--- config.mk ---
export PLATFORM = sky130hd
export DESIGN_NAME = ralu_multi_flat
export DESIGN_NICKNAME = d
export VERILOG_FILES = /design/src/rtl/ralu_multi_if.sv /design/src/rtl/ralu_multi.sv /design/src/flat_wrapper.sv
export SDC_FILE = /design/constraint.sdc
export NUM_CORES = 1
export LEC_CHECK = 0
export CORE_ASPECT_RATIO = 0.7
export CORE_MARGIN = 3
export CORE_UTILIZATION = 56
export CTS_CLUSTER_DIAMETER = 150
export DETAILED_ROUTE_END_ITERATION = 6
export PLACE_DENSITY_LB_ADDON = 0.12
export SETUP_SLACK_MARGIN = 0.15
export SLEW_MARGIN = 15
export SYNTH_ARGS = -nofsm -noshare
export SYNTH_HDL_FRONTEND = slang
export SYNTH_SLANG_ARGS = --single-unit
--- constraint.sdc ---
create_clock -name clk -period 4.3 [get_ports clk]
set_input_delay 0.86 -clock clk [delete_from_list [all_inputs] [get_ports clk]]
set_output_delay 0.86 -clock clk [all_outputs]
set_load 0.02 [all_outputs]
--- src/rtl/ralu_multi_if.sv ---
// Multi-shift handshake between the control unit and ralu_multi.
// The control unit drives start/dir/shcnt and watches busy.
interface ralu_multi_if #(
   parameter int CW = 3
) ();
   logic          start;
   logic          dir;
   logic [CW-1:0] shcnt;
   logic          busy;

   modport master (
      output start,
      output dir,
      output shcnt,
      input  busy
   );

   modport slave (
      input  start,
      input  dir,
      input  shcnt,
      output busy
   );
endinterface

--- src/rtl/ralu_multi.sv ---
// W-bit register/ALU datapath with an N-entry register file,
// accumulator, flags and a sequenced multi-bit shift of register B.
module ralu_multi #(
   parameter int W  = 4,
   parameter int N  = 8,
   parameter int AW = 3,
   parameter int CW = 3
) (
   input  logic          clk,
   input  logic          reset,
   input  logic [W-1:0]  DataIn,
   output logic [W-1:0]  Rout,
   input  logic [2:0]    op,
   input  logic          Pin,
   output logic          Pout,
   input  logic          selA,
   input  logic          ldA,
   input  logic [1:0]    bmode,
   input  logic          acen,
   input  logic          ISL,
   input  logic          ISR,
   output logic          OSL,
   output logic          OSR,
   input  logic [AW-1:0] adr_a,
   input  logic [AW-1:0] adr_b,
   input  logic [AW-1:0] adr_w,
   input  logic          wr,
   ralu_multi_if.slave   sh,
   output logic          Z,
   output logic          C
);

   typedef enum logic {
      S_IDLE,
      S_SHIFT
   } state_t;

   localparam logic [AW:0] NL = (AW+1)'(N);

   logic [W-1:0]  r_rf [N];
   logic [W-1:0]  r_a;
   logic [W-1:0]  r_b;
   logic [W-1:0]  r_rout;
   logic          r_osl;
   logic          r_osr;
   logic          r_z;
   logic          r_c;
   logic          r_dir;
   logic [CW-1:0] r_cnt;
   state_t        r_state;
   state_t        w_next;

   logic [W-1:0]  w_rda;
   logic [W-1:0]  w_rdb;
   logic [W-1:0]  w_bop;
   logic [W:0]    w_sum;
   logic [W-1:0]  w_r;
   logic          w_pout;
   logic          w_go;
   logic          w_busy;

   // Out-of-range reads return zero.
   always_comb begin
      w_rda = '0;
      w_rdb = '0;
      if ({1'b0, adr_a} < NL)
         w_rda = r_rf[adr_a];
      if ({1'b0, adr_b} < NL)
         w_rdb = r_rf[adr_b];
   end

   assign w_bop = (op == 3'b001) ? ~r_b : r_b;
   assign w_sum = {1'b0, r_a} + {1'b0, w_bop}
                + {{W{1'b0}}, Pin};

   always_comb begin
      w_r    = '0;
      w_pout = 1'b0;
      case (op)
         3'b000, 3'b001: begin
            w_r    = w_sum[W-1:0];
            w_pout = w_sum[W];
         end
         3'b010:  w_r = r_a & r_b;
         3'b011:  w_r = r_a | r_b;
         3'b100:  w_r = r_a ^ r_b;
         3'b101:  w_r = r_a;
         3'b110:  w_r = r_b;
         default: w_r = ~r_a;
      endcase
   end

   assign w_go = (r_state == S_IDLE) && sh.start
              && (sh.shcnt != '0);

   always_ff @(posedge clk) begin
      if (reset)
         r_state <= S_IDLE;
      else
         r_state <= w_next;
   end

   always_comb begin
      w_next = r_state;
      case (r_state)
         S_IDLE:
            if (w_go)
               w_next = S_SHIFT;
         default:
            if (r_cnt == CW'(1))
               w_next = S_IDLE;
      endcase
   end

   always_comb begin
      w_busy = (r_state == S_SHIFT);
   end

   always_ff @(posedge clk) begin
      if (reset) begin
         r_cnt <= '0;
         r_dir <= 1'b0;
      end else if (w_go) begin
         r_cnt <= sh.shcnt;
         r_dir <= sh.dir;
      end else if (w_busy) begin
         r_cnt <= r_cnt - CW'(1);
      end
   end

   always_ff @(posedge clk) begin
      if (reset) begin
         for (int i = 0; i < N; i++)
            r_rf[i] <= '0;
      end else if (wr && ({1'b0, adr_w} < NL)) begin
         r_rf[adr_w] <= w_r;
      end
   end

   always_ff @(posedge clk) begin
      if (reset)
         r_a <= '0;
      else if (ldA)
         r_a <= selA ? DataIn : w_rda;
   end

   // The start edge itself leaves B untouched.
   always_ff @(posedge clk) begin
      if (reset) begin
         r_b   <= '0;
         r_osl <= 1'b0;
         r_osr <= 1'b0;
      end else if (w_busy) begin
         if (r_dir)
            {r_b, r_osr} <= {ISR, r_b};
         else
            {r_osl, r_b} <= {r_b, ISL};
      end else if (!w_go) begin
         case (bmode)
            2'b01:   {r_osl, r_b} <= {r_b, ISL};
            2'b10:   {r_b, r_osr} <= {ISR, r_b};
            2'b11:   r_b <= w_rdb;
            default: ;
         endcase
      end
   end

   always_ff @(posedge clk) begin
      if (reset) begin
         r_rout <= '0;
         r_z    <= 1'b0;
         r_c    <= 1'b0;
      end else if (acen) begin
         r_rout <= w_r;
         r_z    <= (w_r == '0);
         r_c    <= w_pout;
      end
   end

   assign Rout    = r_rout;
   assign Pout    = w_pout;
   assign OSL     = r_osl;
   assign OSR     = r_osr;
   assign Z       = r_z;
   assign C       = r_c;
   assign sh.busy = w_busy;

endmodule

--- src/flat_wrapper.sv ---
// flat-port wrapper written by rule: the top's interface ports become plain ports
module ralu_multi_flat 
#(
   parameter int W  = 4,
   parameter int N  = 8,
   parameter int AW = 3,
   parameter int CW = 3
)
  (clk, reset, DataIn, Rout, op, Pin, Pout, selA, ldA, bmode, acen, ISL, ISR, OSL, OSR, adr_a, adr_b, adr_w, wr, Z, C, sh_start, sh_dir, sh_shcnt, sh_busy);
  ralu_multi_if #(.CW(CW)) sh_i ();
  input  logic clk;
  input  logic reset;
  input  logic [W-1:0] DataIn;
  output logic [W-1:0] Rout;
  input  logic [2:0] op;
  input  logic Pin;
  output logic Pout;
  input  logic selA;
  input  logic ldA;
  input  logic [1:0] bmode;
  input  logic acen;
  input  logic ISL;
  input  logic ISR;
  output logic OSL;
  output logic OSR;
  input  logic [AW-1:0] adr_a;
  input  logic [AW-1:0] adr_b;
  input  logic [AW-1:0] adr_w;
  input  logic wr;
  output logic Z;
  output logic C;
  input wire logic [$bits(sh_i.start)-1:0] sh_start;
  input wire logic [$bits(sh_i.dir)-1:0] sh_dir;
  input wire logic [$bits(sh_i.shcnt)-1:0] sh_shcnt;
  output wire logic [$bits(sh_i.busy)-1:0] sh_busy;
  assign sh_i.start = sh_start;
  assign sh_i.dir = sh_dir;
  assign sh_i.shcnt = sh_shcnt;
  assign sh_busy = sh_i.busy;
  ralu_multi #(.W(W), .N(N), .AW(AW), .CW(CW)) u_core (.clk(clk), .reset(reset), .DataIn(DataIn), .Rout(Rout), .op(op), .Pin(Pin), .Pout(Pout), .selA(selA), .ldA(ldA), .bmode(bmode), .acen(acen), .ISL(ISL), .ISR(ISR), .OSL(OSL), .OSR(OSR), .adr_a(adr_a), .adr_b(adr_b), .adr_w(adr_w), .wr(wr), .sh(sh_i), .Z(Z), .C(C));
endmodule
After elaboration in Yosys (flattened, before gate mapping)

Memories as Yosys holds them, arrays and structs flattened.
Cells that the tools add are included.

$add $sub $neg: 3
Eq/ne operators: 13
Bitwise operators: 6
Reductions and logical operators: 14
Mux-type cells: 29

Operators with widths:

| operator              | number |
|---|---|
| $mux W4               | 6 |
| $pmux W4 S6           | 1 |
| $mux W1               | 18 |
| $pmux W4 S3           | 1 |
| $eq A3 B3 Y1 const B  | 3 |
| $mux W3               | 3 |
| $not A4 Y4            | 2 |
| $eq A3 B1 Y1 const B  | 2 |
| $eq A3 B2 Y1 const B  | 2 |
| $reduce_and A3 Y1     | 2 |
| $reduce_bool A2 Y1    | 3 |
| $add A4 B4 Y5         | 1 |
| $add A5 B1 Y5         | 1 |
| $and A4 B4 Y4         | 1 |
| $eq A2 B2 Y1 const B  | 2 |
| $logic_not A4 Y1      | 1 |
| $ne A2 B1 Y1 const B  | 2 |
| $or A4 B4 Y4          | 1 |
| $reduce_bool A4 Y1    | 1 |
| $reduce_or A4 Y1      | 1 |
| $xor A4 B4 Y4         | 1 |
| $logic_not A3 Y1      | 1 |
| $reduce_bool A3 Y1    | 1 |
| $sub A3 B1 Y3 const B | 1 |
| other kinds (6)       | 7 |

Word-level logic and storage cells: 76
Memories: 1
Bits in registers: 21
Output and inout bits: 10
RAM bits: 32
Input bits: 32

Memory list:

| memory      | words | bits a word | rd ports | clocked after Yosys merged registers in | write ports | RTL line         | source |
|---|---|---|---|---|---|---|---|
| u_core.r_rf | 8     | 4           | 2        | 0                                       | 8           | ralu_multi.sv:40 | `logic [W-1:0] r_rf [N];` |

Depth between registers and ports, before layout

Gate-level depths: netlist of the first run.

Word-level depth: 6
Gate-level depth with buffers: 11
Gate-level depth less buffers: 10

Least setup slack after synthesis of the first run

OpenSTA, ideal clock, no wires.

Path kind: input port to output port
Start: in op[1]
End: out Pout
Data required time: 3.440 ns
Stages on the path: 9
Arrival: 2.760 ns
Slack: 0.680 ns
Path buffers: 1
Cells stage by stage: nor2_1 > and2_2 > clkbuf_1 > xnor2_1 > fa_1 > fa_1 > nor2b_1 > o21a_1 > o21a_1

Word-level cells in the longest chain between the ends: 5
Elaborated cells between the ends (all ways): 7
Classes of those cells: add/sub: 2; eq/ne: 1; mux: 2; reduce/logical: 2

Ends and longest elaborated chain:

| what          | RTL line                           | source |
|---|---|---|
| from (decl)   | flat_wrapper.sv:15                 | `input logic [2:0] op;` |
| $eq A3 B1 Y1  | ralu_multi.sv:72, ralu_multi.sv:79 |  |
| $mux W4       | ralu_multi.sv:72                   | `assign w_bop = (op == 3'b001) ? ~r_b : r_b;` |
| $add A4 B4 Y5 | ralu_multi.sv:73                   | `assign w_sum = {1'b0, r_a} + {1'b0, w_bop}` |
| $add A5 B1 Y5 | ralu_multi.sv:74                   | `+ {{W{1'b0}}, Pin};` |
| $mux W1 (*)   | ralu_multi.sv:79                   | `case (op)` |
| to (decl)     | flat_wrapper.sv:17                 | `output logic Pout;` |

Every way passes the cells marked *; elsewhere a longest branch is shown, timed or not.

Worst setup path after layout of the first run

Start: in op[2]
End: out Pout

Same word-level chain as after synthesis.

==> results.md, run 1 <==
- Synthesis-stage register bit count: 53
- Row count: 23
- Core Region: 5780 µm²
- Chip Width: 99.1 µm
- Seq/Total Area, Yosys: 40.7%
- Startpoint Class: primary input
- CP max stage cell: clkdlybuf4s50_1
- Cell mode on critical path: o21a_1
- Peak supply drop: 180 µV
- All-Layer GR Usage: 23.2%
- Cell area after synthesis: 3390 µm²
- Die H: 71.1 µm
- Vias post-DR: 2591
- Largest area contributor in the netlist: edfxtp_1
- WL final: 7820 µm
- Slew HR: 60.2%
- Reg area: 1380 µm²
- Vias in the first global route: 2474
- HP Class: reg2reg
- Max Slew Vio Count: 0
- Final core utilization: 68.7%
- Number of synthesized flops with an enable pin: 32
- Setup bufs post-CTS: 0
- Minimum clock period: 3.93 ns
- Initial Utilization: 58.7%
- Largest net degree at the start of global routing: 33
- Via density: 6.03
- DR DRC count: 0
- Grt total ovfl: 0
- Status: completed
- Final hold slack: 0.496 ns
- I/O pin cnt: 42
- Power Dens Cells: 303 nW/µm²
- Mean post-synth cell area: 10.8 µm²
- Nets: 401
- Worst-skew pair later-pin latency: 0.31 ns
- Multi-input logic area: 1860 µm²
- CP required: 3.44 ns
- Placed Cells: 422
- Setup Total Neg Slack: 0 ns
- YS warnings: 0
- Hold-fix buffers, CTS: 0
- TritonCTS clock tree: built
- Share of post-route cells with drive strength above 1: 16.3%
- Fraction of registers with async set/reset: 0%
- CP peak stage delay: 0.48 ns
- Post-route insts no fill: 430
- Top post-synthesis cells by area: edfxtp_1 (28%), dfxtp_1 (12%), mux4_2 (11%)
- WP data arrival: 3.07 ns
- Per-cell routed wire length: 18.2 µm
- List of most frequent post-synthesis cells: nor2_1 (48), edfxtp_1 (32), dfxtp_1 (21)
- Final period util: 91.5%
- Share of the synthesized area in the top cell type: 28.3%
- F_max: 254 MHz
- Clock Tree Buf Depth: 2
- Setup crit end kind: output pin
- Distinct cell type count after synthesis: 58
- Count of input and output buffers: 41
- Final setup fails: 0
- GPL Wtd Cong: 0.890
- Mapped Cells: 313
- Fill count: 453
- Drt initial violations: 247
- DRT antenna net count: 0
- Mapped Nets: 360
- Total Power: 0.00120 W
- Clock-pin slew on the worst setup and hold paths: 0.10 ns
- Ant diodes: 0
- Clock sink count: 53
- Pleak: 1.47 nW
- First drt pass iteration count: 5
- First-pass GRT wire length: 12700 µm
- Max Cap Viol: 0
- Cell with the most instances after synthesis: nor2_1
- Clk Tree Root Cell: clkbuf_8
- Worst clock skew: 0.00533 ns
- Area grow syn2layout: 17.1%
- RSZ-0062 raised after global routing: false
- Most common flop cell mapped by yosys: edfxtp_1
- Setup CP Type: in2out
- Htree depth: 2
- Die area: 7050 µm²
- Worst-Margin Slew: 0.597 ns
- TritonCTS buffer count: 5
- CP Cell Sequence: clkdlybuf4s50_1 > nor2_1 > and2_2 > xnor2_1 > fa_2 > fa_1 > nor2b_1 > o21a_1 > o21a_1 > buf_2
- CP max FO: 2
- Initial antenna violation count: 0
- Final hold vios: 0
- Post-DP HPWL: 5770 µm
-- kinds of logic (layout without fill, tap and decap cells) --
group                      Yosys count  after routing  synth area share [%]
DFF                                 53             53                  40.7
and+or+nand+nor                    103            103                  15.6
muxes                               38             38                  17.6
buffers and inverters               36             78                  4.72
adders and majority gates           15             15                  5.97
xor gates and xnor gates             6              6                  1.55
AOI/OAI and AO/OA                   62             62                  13.9
-- placed cells by master, fill, tap and decap left out, drive strengths merged, types with 3 or more instances in the layout --
cell type / Yosys / final
nand3: 6 / 6
a21o: 3 / 3
o21ai: 9 / 9
xnor2: 4 / 4
o211ai: 4 / 4
nand2: 11 / 11
nor3b: 6 / 6
nor2b: 6 / 6
inv: 19 / 20
dfxtp: 21 / 21
buf: 5 / 11
a2111oi: 3 / 3
a31oi: 4 / 4
clkbuf: 12 / 5
nor2: 48 / 48
edfxtp: 32 / 32
clkdlybuf4s50: 0 / 40
o21a: 4 / 4
mux2: 10 / 10
o31ai: 4 / 4
a211oi: 4 / 4
ha: 13 / 13
nand2b: 12 / 12
a21oi: 16 / 16
mux4: 16 / 16
o221ai: 3 / 3
mux2i: 12 / 12
nand3b: 4 / 4
-- state kept, by name, summed over array words and instances, names as in the netlist --
| register | cells |
|---|---|
| u_core.r_rf | 32 |
| u_core.Rout | 4 |
| u_core.r_a | 4 |
| u_core.r_b | 4 |
| u_core.r_cnt | 3 |
| u_core.C | 1 |
| u_core.OSL | 1 |
| u_core.OSR | 1 |
| u_core.Z | 1 |
| u_core.r_dir | 1 |
| u_core.sh.busy | 1 |
-- routing by layer --
metal | global-route usage, % | vias to the layer above | part of all wire (%)
met1 | 37.1 | 1215 | 49
met2 | 32.1 | 127 | 40
li1 | - | 1236 | -
met4 | 7.12 | 0 | 1.5
met5 | 0 | - | 0
met3 | 3.74 | 13 | 9.4
-- worst paths after layout --
check	from	cells past startpoint	end	slack, ns
setup / recovery	op[2]	10	Pout	0.37
hold / removal	u_core.r_cnt[2]$_SDFFE_PP0P_	2	u_core.r_cnt[2]$_SDFFE_PP0P_	0.50
setup reg to reg	u_core.r_b[0]$_SDFFE_PP0P_	9	u_core.r_rf[5][2]$_SDFFCE_PN0P_	1.54
hold reg to reg	u_core.r_cnt[2]$_SDFFE_PP0P_	2	u_core.r_cnt[2]$_SDFFE_PP0P_	0.50
-- critical path, delay by kind of cell --
family,cells,cell delay (ns)
adder cells (fa/ha/maj),2,0.82
AO/OA/AOI/OAI,2,0.23
AND/OR/NAND/NOR,3,0.38
XOR/XNOR,1,0.14
buffers and inverters,2,0.64
-- per-stage QoR --
| step | setup WS, ns | instance area (µm²) |
|---|---|---|
| floorplan | 0.680 | 3390 |
| global placement | -0.108 | 3890 |
| detailed placement | -0.134 | 3890 |
| CTS | 0.183 | 3980 |
| global route | 0.195 | 3980 |
| finish | 0.366 | 3980 |
-- area by class of cell --
class,instances,share of cell area (%)
inverter,19,1.86
tap,75,2.36
multi-input combinational,224,46.7
timing repair buffer,51,12.1
sequential,53,34.7
clock inverter,3,0.535
clock buffer,5,1.73
-- repair_timing --
item,4_1_cts,5_1_grt
cloned,0,0
endpoints found under the setup margin,1,1
resized for setup,3,2
-- power by group --
group          leakage [nW]  switching (W)  internal (W)
registers             0.503      0.0000350      0.000570
logic                 0.921       0.000158      0.000149
clock network        0.0462       0.000175      0.000116
total                  1.47       0.000368      0.000835
Power figures use the tool's default switching activity.
==> inputs of run 2 (changes only) <==
--- a/config.mk
+++ b/config.mk
@@ -5,6 +5,7 @@
 export SDC_FILE = /design/constraint.sdc
 export NUM_CORES = 1
 export LEC_CHECK = 0
+export ABC_CLOCK_PERIOD_IN_PS = 4300
 export CORE_ASPECT_RATIO = 0.7
 export CORE_MARGIN = 3
 export CORE_UTILIZATION = 56
==> results of run 2 <==
Same layout as run 1: the final DEF is identical, and so are final timing and power.
==> inputs of run 3 (changes only) <==
--- a/config.mk
+++ b/config.mk
@@ -6,8 +6,9 @@
 export NUM_CORES = 1
 export LEC_CHECK = 0
 export ABC_CLOCK_PERIOD_IN_PS = 4300
+export CAP_MARGIN = 20
 export CORE_ASPECT_RATIO = 0.7
-export CORE_MARGIN = 3
+export CORE_MARGIN = 5
 export CORE_UTILIZATION = 56
 export CTS_CLUSTER_DIAMETER = 150
 export DETAILED_ROUTE_END_ITERATION = 6
==> results.md, run 3 (synthesis results as in run 1) <==
- Status: completed (unchanged)
- Clock Tree Buf Depth: 2 (unchanged)
- Fill count: 455 (was 453)
- CP max FO: 2 (unchanged)
- Final core utilization: 68.7% (about the same)
- Cell area after layout: 4000 µm² (was 3980 µm²)
- Pre-CTS WS: -0.135 ns (was -0.134 ns)
- Final hold slack: 0.502 ns (was 0.496 ns)
- I/O pin cnt: 42 (unchanged)
- WP buf/inv: 2 (unchanged)
- Die H: 75.1 µm (was 71.1 µm)
- Worst-skew pair later-pin latency: 0.31 ns (about the same)
- Minimum clock period: 3.98 ns (was 3.93 ns)
- CP max stage cell: clkdlybuf4s50_1 (unchanged)
- Final worst slack: 0.319 ns (was 0.366 ns)
- Final setup fails: 0 (unchanged)
- Setup crit end kind: output pin (unchanged)
- Slew HR: 55.9% (was 60.2%)
- Per-cell routed wire length: 18.9 µm (was 18.2 µm)
- First drt pass iteration count: 7 (was 5)
- Placed Area: 3890 µm² (unchanged)
- GPL Wtd Cong: 0.894 (was 0.890)
- Initial Utilization: 58.4% (was 58.7%)
- WP data arrival: 3.12 ns (was 3.07 ns)
- Max Slew Vio Count: 0 (unchanged)
- Htree depth: 2 (unchanged)
- DR DRC count: 0 (unchanged)
- Crit path max-delay family: adder cells (unchanged)
- Worst clock skew: 0.00425 ns (was 0.00533 ns)
- Worst-Margin Slew: 0.662 ns (was 0.597 ns)
- Max Cap Viol: 0 (unchanged)
- CP Cell Sequence: clkdlybuf4s50_1 > nor2_1 > and2_2 > xnor2_1 > fa_1 > fa_1 > nor2b_1 > o21a_1 > o21a_1 > clkbuf_2 (was clkdlybuf4s50_1 > nor2_1 > and2_2 > xnor2_1 > fa_2 > fa_1 > nor2b_1 > o21a_1 > o21a_1 > buf_2)
- Vias in the first global route: 2482 (was 2474)
- Count of input and output buffers: 41 (unchanged)
- Commonest non-fill, non-tap cell in the layout: nor2_1 (unchanged)
- DRT antenna net count: 0 (unchanged)
- Hold-fix buffers, CTS: 0 (unchanged)
- Grt total ovfl: 0 (unchanged)
- Multi-input logic area: 1850 µm² (was 1860 µm²)
- Pleak: 1.48 nW (was 1.47 nW)
- Initial antenna violation count: 0 (unchanged)
- Row count: 23 (unchanged)
- Largest register FFs: 32 (unchanged)
- Startpoint Class: primary input (unchanged)
- Peak supply drop: 199 µV (was 180 µV)
- CP peak stage delay: 0.48 ns (about the same)
- Largest net degree at the start of global routing: 34 (was 33)
- CP required: 3.44 ns (about the same)
- Chip Width: 103 µm (was 99.1 µm)
- HP Class: reg2reg (unchanged)
- Clock-pin slew on the worst setup and hold paths: 0.10 ns (about the same)
- Post-DP HPWL: 6050 µm (was 5770 µm)
- Post-route insts no fill: 430 (unchanged)
- Vias post-DR: 2641 (was 2591)
- Clock sink count: 53 (unchanged)
- TritonCTS buffer count: 5 (unchanged)
- Final hold vios: 0 (unchanged)
- F_max: 251 MHz (was 254 MHz)
- Final period util: 92.6% (was 91.5%)
- Drt initial violations: 372 (was 247)
- Core Region: 5810 µm² (was 5780 µm²)
- RSZ-0062 raised after global routing: false (unchanged)
- Reg with most FFs: u_core.r_rf (unchanged)
- Commonest cells after routing, fill and taps aside: nor2_1 (48), clkdlybuf4s50_1 (40), edfxtp_1 (32) (unchanged)
- All-Layer GR Usage: 22.8% (was 23.2%)
- Via density: 6.14 (was 6.03)
- Power Dens Cells: 316 nW/µm² (was 303 nW/µm²)
- Placed Cells: 422 (unchanged)
- Clk Tree Root Cell: clkbuf_8 (unchanged)
- WL final: 8140 µm (was 7820 µm)
- Setup CP Type: in2out (unchanged)
- Setup bufs post-CTS: 0 (unchanged)
- Nets: 401 (unchanged)
- Die area: 7740 µm² (was 7050 µm²)
- Ant diodes: 0 (unchanged)
- TritonCTS clock tree: built (unchanged)
- Share of post-route cells with drive strength above 1: 16.1% (was 16.3%)
- First-pass GRT wire length: 13300 µm (was 12700 µm)
- Reg area: 1380 µm² (unchanged)
- Area grow syn2layout: 17.7% (was 17.1%)
## run 3: layout make-up
cell class                      instances  area share, %
Sequential cell                        53           34.6
Clock buffer                            5           1.72
Multi-Input combinational cell        224           46.4
Clock inverter                          3           1.13
Tap cell                               75           2.35
Inverter                               19           1.85
Timing Repair Buffer                   51           12.0
## run 3: report_power, final
part	leakage, nW	total [W]	internal (W)	switching, W
clock network	0.0577	0.000351	0.000176	0.000175
registers	0.503	0.000606	0.000570	0.0000363
logic	0.920	0.000306	0.000148	0.000158
total	1.48	0.00126	0.000894	0.000369
## run 3: what timing repair did
| action | 4_1_cts | 5_1_grt |
|---|---|---|
| setup endpoints to repair | 1 | 1 |
| resized for setup | 2 | 1 |
| pin swaps | 0 | 0 |
## run 3: through the flow
stage / setup TNS (ns) / total power, W
5_1_grt: 0 / 0.00132
4_1_cts: 0 / 0.00127
2_1_floorplan: 0 / 0.000804
3_3_place_gp: -0.112 / 0.000915
6_report: 0 / 0.00126
3_5_place_dp: -0.135 / 0.000922
## run 3: per-layer routing
layer  up-vias  track usage, %  wire length (µm)  part of all wire [%]
met2       128            32.3              3340                    41
met4         0            5.17                86                   1.1
li1       1237               -                 -                     -
met3        13            6.30               810                    10
met1      1263            34.9              3900                    48
met5         -               0                 0                     0
## run 3: worst paths after layout
| kind | startpoint | end | slack, ns | depth (start not counted) |
|---|---|---|---|---|
| max | op[2] | Pout | 0.32 | 10 |
| min | u_core.Rout[2]$_SDFFE_PP0P_ | u_core.Rout[2]$_SDFFE_PP0P_ | 0.50 | 2 |
| max reg2reg | u_core.r_b[0]$_SDFFE_PP0P_ | u_core.Z$_SDFFE_PP0P_ | 1.61 | 8 |
| min reg2reg | u_core.Rout[2]$_SDFFE_PP0P_ | u_core.Rout[2]$_SDFFE_PP0P_ | 0.50 | 2 |
## run 3: worst reg2reg max path: cells and delay by family, from the launching register on
kind	cells	cell delay (ns)
buffers and inverters	1	0.20
AOI/OAI and AO/OA	2	0.34
DFF	1	0.53
adders and majority gates	2	0.92
xor gates and xnor gates	1	0.15
and+or+nand+nor	2	0.45
